$ cat src/rtl/prbs_checker_pkg.sv
// PRBS9 constants and FSM encoding, shared by the transmit-side generator
// and the receive-side checker so both ends always agree on the sequence.
package prbs_checker_pkg;

  localparam int PRBS_W = 9;
  localparam int TAP_HI = 8;
  localparam int TAP_LO = 4;
  localparam logic [PRBS_W-1:0] PRBS_SEED = 9'h1AA;

  localparam logic [1:0] ST_FILL   = 2'd0;
  localparam logic [1:0] ST_SEARCH = 2'd1;
  localparam logic [1:0] ST_LOCKED = 2'd2;

  // One step of x^9 + x^5 + 1: the feedback enters at bit 0, the output leaves bit 8.
  function automatic logic [PRBS_W-1:0] prbs9_next(input logic [PRBS_W-1:0] s);
    return {s[PRBS_W-2:0], s[TAP_HI] ^ s[TAP_LO]};
  endfunction

endpackage

$ cat src/rtl/prbs_ref_gen.sv
// Enable-gated PRBS9 generator; ref_bit is the current output and the
// register advances by one step on each enabled clock.
module prbs_ref_gen
  import prbs_checker_pkg::*;
#(
  parameter logic [PRBS_W-1:0] SEED = PRBS_SEED
) (
  input  logic clk,
  input  logic rst,
  input  logic en,
  output logic ref_bit
);

  logic [PRBS_W-1:0] lfsr;

  // NOTE: sequential state always uses non-blocking (<=) so every register
  // samples the values from before the edge, regardless of statement order.
  always_ff @(posedge clk) begin
    if (rst) begin
      lfsr <= SEED;
    end else if (en) begin
      lfsr <= prbs9_next(lfsr);
    end
  end

  assign ref_bit = lfsr[TAP_HI];

endmodule

$ cat config.mk
export PLATFORM = sky130hd
export DESIGN_NAME = prbs_ref_gen
export DESIGN_NICKNAME = d
export VERILOG_FILES = /design/src/rtl/prbs_checker_pkg.sv /design/src/rtl/prbs_ref_gen.sv
export SDC_FILE = /design/constraint.sdc
export NUM_CORES = 1
export LEC_CHECK = 0
export ABC_AREA = 1
export BUFFER_PORTS_ARGS = -buffer_cell sky130_fd_sc_hd__buf_2
export CORE_AREA = 4 4 41 43
export DETAILED_ROUTE_END_ITERATION = 8
export DIE_AREA = 0 0 45 47
export PLACE_DENSITY = 0.47
export SLEW_MARGIN = 20
export SYNTH_ARGS = -nofsm -noshare
export SYNTH_HDL_FRONTEND = slang
export SYNTH_SLANG_ARGS = --single-unit
export TNS_END_PERCENT = 1
$ cat constraint.sdc
create_clock -name clk -period 2.5 [get_ports clk]
set_clock_uncertainty 0.2 [all_clocks]
set_input_delay 0.375 -clock clk [delete_from_list [all_inputs] [get_ports clk]]
set_output_delay 0.375 -clock clk [all_outputs]
set_load 0.01 [all_outputs]
==> impl_metrics.toml, run 1 <==
[sta]
setup_violations = 0
post-route-min-period_ps = 1353
fmax_ghz = 0.7388
slew_headroom_pct = 87.61
tns_ps = 0
finalCritPeriodShare_pct = 54.14
drv_slew = 0
hold_violations = 0
worst_slack_ps = 1147
tightest_slew_ps = 185.6
rsz0062_at_grt = "false"

[floorplanning]
ios = 4
std_cell_rows = 13
start_util_pct = 25.48
die-area_um2 = 2115
die_x_um = 45
die_y_um = 47
coreArea_um2 = 1301

[worst_hold_path]
hp-class = "in2reg"

[finish]
fill_cells = 153
drive_above_1_share_pct = 17.02
largest_register_ffs = 9
final_nets = 51
ff_latch_area_um2 = 180.2
syn2layout_area_growth_pct = 14.72
n_antenna_cell = 0
reg_top3 = "lfsr: 9 flops"
most-common-layout-cells = "9 x nand2_1, 9 x dfxtp_1, 5 x inv_1"
multiInputGateArea_um2 = 117.6
largest_register = "lfsr"

[drt]
drc = 0
route.detailed.vias_per_inst = 4.145
drtPass1Iterations = 4
wl_um = 588
drt_iter0_markers = 5
wl_per_cell_um = 9.484
vias = 257
final_antenna_net_count = 0

[place]
place_ws_ps = 1318
place_hpwl_um = 442.5
portBuffers = 3
gp_congestion = 0.7095

[global_routing]
grt_use_total_pct = 8.102
grt_pass1_vias = 236
antenna_found_initial = 0
grt_pass1_wl_um = 1083
grt_overflow_total = 0
grt_max_degree = 12

[worst_setup_path]
path_class = "reg2out"
critPathTopFamily = "flip-flops"
start_kind = "flip-flop"
crit_required_ps = 1920
slowest_stage = "dfxtp_1"
cp_max_fo = 3
slowest_delay_ps = 370
end_kind = "primary output"
crit_buf_inv = 1
arrival_ps = 780
cp_cell_sequence = "buf_2"

[cts]
post_cts_buffers = 0
cts_inserted_buffers = 3
cts_tree = "built"
cts_sinks = 9
cts_max_level = 1
path_clk_slew_ps = 60
clk_latency_ps = 260
root_buffer = "clkbuf_4"
cts_max_path_buffers = 2
cts-resized-gates = 0
cts_hold_buf = 0

[logic_synthesis]
syn_nets = 44
yosysTopAreaCell = "dfxtp_1"
syn_inst = 41
syn_area_per_cell_um2 = 8.087
synth_top_area_share_pct = 54.34
seq_area_frac_synth_pct = 54.34
synth-seq-cells = 9
netlist-cell-type-count = 11
yosysWarningCount = 0
synth_area_um2 = 331.6
synth_area_leaders = "dfxtp_1 54%, nand2_1 10%, o21ai_0 6.0%"

[job]
max_cap_violations = 0

[power]
leakagePower_nw = 0.1802
p_per_area_nw_per_um2 = 791.8
peakVddDrop_uv = 217.8

[run_status]
status = "finished clean"
-- worst register-to-register path, stage by stage, from the launching register on --
cell	delay, ps
dfxtp_1	370
inv_1	60
nand2_1	50
nand3_1	80
nand2_1	70
inv_1	40
-- cells in the mapped netlist --
| cell type | number |
|---|---|
| buf_6 | 1 |
| a21oi_1 | 2 |
| nor2_1 | 4 |
| a21oi_2 | 1 |
| nand2_1 | 9 |
| inv_1 | 5 |
| o211ai_1 | 2 |
| dfxtp_1 | 9 |
| nand3_1 | 3 |
| o21ai_0 | 4 |
| inv_2 | 1 |
-- cell families (layout without fill, tap and decap cells) --
| group | count (synthesis) | count (layout) | share of synthesized area (%) |
|---|---|---|---|
| and+or+nand+nor | 16 | 16 | 19.24 |
| AOI/OAI and AO/OA | 9 | 9 | 16.23 |
| DFF | 9 | 9 | 54.34 |
| buffers and inverters | 7 | 13 | 10.19 |
-- through the flow --
stage          cell area [um^2]  hold slack [ps]  power [mW]  util [%]  std cells
2_1_floorplan             331.6            223.6      0.1828         -         41
3_3_place_gp              354.1            246.6      0.1908     27.21         58
3_5_place_dp              354.1            246.0      0.1907     27.21         58
4_1_cts                   380.4            152.9      0.3060     29.23         62
5_1_grt                   380.4            157.3      0.3240     29.23         62
6_report                  380.4            156.3      0.3012     29.23         62
-- power by group --
group          internal (mW)  total, mW  switching (mW)
logic                 0.0100     0.0261          0.0161
clock network         0.0616      0.114          0.0526
registers              0.155      0.161         0.00562
total                  0.227      0.301          0.0744
-- metal layers --
metal / vias to the layer above / GRT usage [%] / part of all wire (%)
met5: - / 0 / 0
met4: 0 / 7.018 / 3.6
met3: 3 / 5.747 / 5.8
met2: 5 / 9.605 / 42
met1: 108 / 9.469 / 49
li1: 141 / - / -
-- worst paths after layout --
| path | from | to | slack, ps | depth (start not counted) |
|---|---|---|---|---|
| min reg2reg | lfsr[3] | lfsr[3] | 250 | 2 |
| max | lfsr[8] | ref_bit | 1150 | 1 |
| max reg2reg | lfsr[8] | lfsr[0] | 1530 | 5 |
| min | rst | lfsr[8] | 160 | 3 |
-- area by class of cell --
type / count / area share [%]
multi-input cells: 25 / 30.92
inverters: 6 / 5.921
flip-flops and latches: 9 / 47.37
repair buffers: 3 / 3.947
well taps: 15 / 4.934
clock buffers: 4 / 6.908
(Power assumes the default switching activity.)
==> run 2: changes to the inputs <==
clock period = 1.41 ns   (was 2.5 ns; I/O delays follow)
==> run 2 against run 1 <==
Clock power increased by 74%. Setup slack got worse by 1000 ps. Via count increased by 3.1%. Non-clock buffer count increased by 1. Flip-flop and latch count unchanged. Total power increased by 76%. Sequential share of layout area decreased by 1.2 points. Final cell count increased by 1.6%. Critical path depth increased by 4. Highest routed layer unchanged.
==> impl_metrics.toml, run 2 (synthesized netlist as in run 1, its figures left out) <==
[sta]
fmax_ghz = 0.7860
post-route-min-period_ps = 1272
slew_headroom_pct = 87.71
hold_violations = 0
finalCritPeriodShare_pct = 90.23
timing.hold.ws_ps = 62.10
tns_ps = 0
worst_slack_ps = 137.7
drv_slew = 0
setup_violations = 0
tightest_slew_ps = 184.2
rsz0062_at_grt = "false"

[worst_setup_path]
path_class = "in2reg"
r2r-start = "lfsr[8]"
cp_cell_sequence = "dlygate4sd3_1, buf_2, inv_1, o21ai_0, a21oi_1"
critPathTopFamily = "buffers and inverters"
crit_buf_inv = 3
slowest_stage = "dlygate4sd3_1"
cp_max_fo = 7
r2r-end = "lfsr[0]"
arrival_ps = 1260
crit_required_ps = 1400
slowest_delay_ps = 530
start_kind = "input port"
rrSetupSlack_ps = 500
r2r_cells = 5
end_kind = "flip-flop"

[floorplanning]
die_y_um = 47
std_cell_rows = 13
die-area_um2 = 2115
ios = 4
coreArea_um2 = 1301
die_x_um = 45
start_util_pct = 25.48

[cts]
clk_latency_ps = 260
cts_sinks = 9
path_clk_slew_ps = 60
cts_inserted_buffers = 3
cts_max_path_buffers = 2
cts_tree = "built"
root_buffer = "clkbuf_4"
cts_max_level = 1

[power]
leakagePower_nw = 0.1843
peakVddDrop_uv = 431.6
p_per_area_nw_per_um2 = 1358
finalPower_uw = 530.0

[worst_hold_path]
min_from = "en"
hold_depth = 2
hp-class = "in2reg"
min_to = "lfsr[8]"

[finish]
largest_register_ffs = 9
final_nets = 52
syn2layout_area_growth_pct = 17.74
fill_cells = 168
n_antenna_cell = 0
reg_top3 = "lfsr: 9 flops"
largest_register = "lfsr"
drive_above_1_share_pct = 16.67
fin_util_pct = 30.00
most-common-layout-cells = "9 x nand2_1, 9 x dfxtp_1, 5 x inv_1"
final_area_um2 = 390.4
layout.cells.non_filler = 63

[drt]
vias = 265
wl_per_cell_um = 8.540
route.detailed.vias_per_inst = 4.206
final_antenna_net_count = 0
wl_um = 538
drtPass1Iterations = 2
drc = 0
drt_iter0_markers = 5

[place]
portBuffers = 3
placed_cells = 58
place_hpwl_um = 392.4
place_ws_ps = 387.2
gp_congestion = 0.6801
postPlaceCellArea_um2 = 354.1

[global_routing]
grt_pass1_vias = 238
grt_use_total_pct = 7.228
antenna_found_initial = 0
grt_pass1_wl_um = 1007
grt_max_degree = 12
grt_overflow_total = 0

[job]
max_cap_violations = 0

[run_status]
status = "finished clean"
-- run 2: cell types whose count changed in the layout (fill, tap and decap cells not counted), sizes merged --
cell         change
dlygate4sd3      +1
-- run 2: area by class of cell --
class	instances	area (um^2)	share of cell area, %
Tap cell	15	18.77	4.808
Timing Repair Buffer	4	25.02	6.410
Multi-Input combinational cell	25	117.6	30.13
Inverter	6	22.52	5.769
Clock buffer	4	26.28	6.731
Sequential cell	9	180.2	46.15
-- run 2: worst max path at each step --
| stage | startpoint | endpoint | slack [ps] | cells past startpoint |
|---|---|---|---|---|
| 2_1_floorplan | lfsr[8] | lfsr[0] | 480 | 5 |
| 3_3_place_gp | en | lfsr[4] | 390 | 4 |
| 3_5_place_dp | en | lfsr[4] | 390 | 4 |
| 4_1_cts | rst | lfsr[4] | 130 | 5 |
| 5_1_grt | rst | lfsr[4] | 10 | 5 |
| 6_report | rst | lfsr[4] | 140 | 5 |
-- run 2: report_power, final --
group,internal [mW],switching [mW]
sequential,0.275,0.00900
clock,0.109,0.0888
combinational,0.0196,0.0285
-- run 2: routing by layer --
metal	vias up	global-route usage [%]	share of wire, %
met5	-	0	0
met4	0	7.018	4.6
met3	3	3.448	4.1
met2	5	9.605	42
met1	114	8.314	49
li1	143	-	-
-- run 2: repair_timing --
item                      4_1_cts  5_1_grt
hold endpoints to repair        1        0
hold buffers                    1        0
setup buffers                   0        0
gates resized for setup         0        0
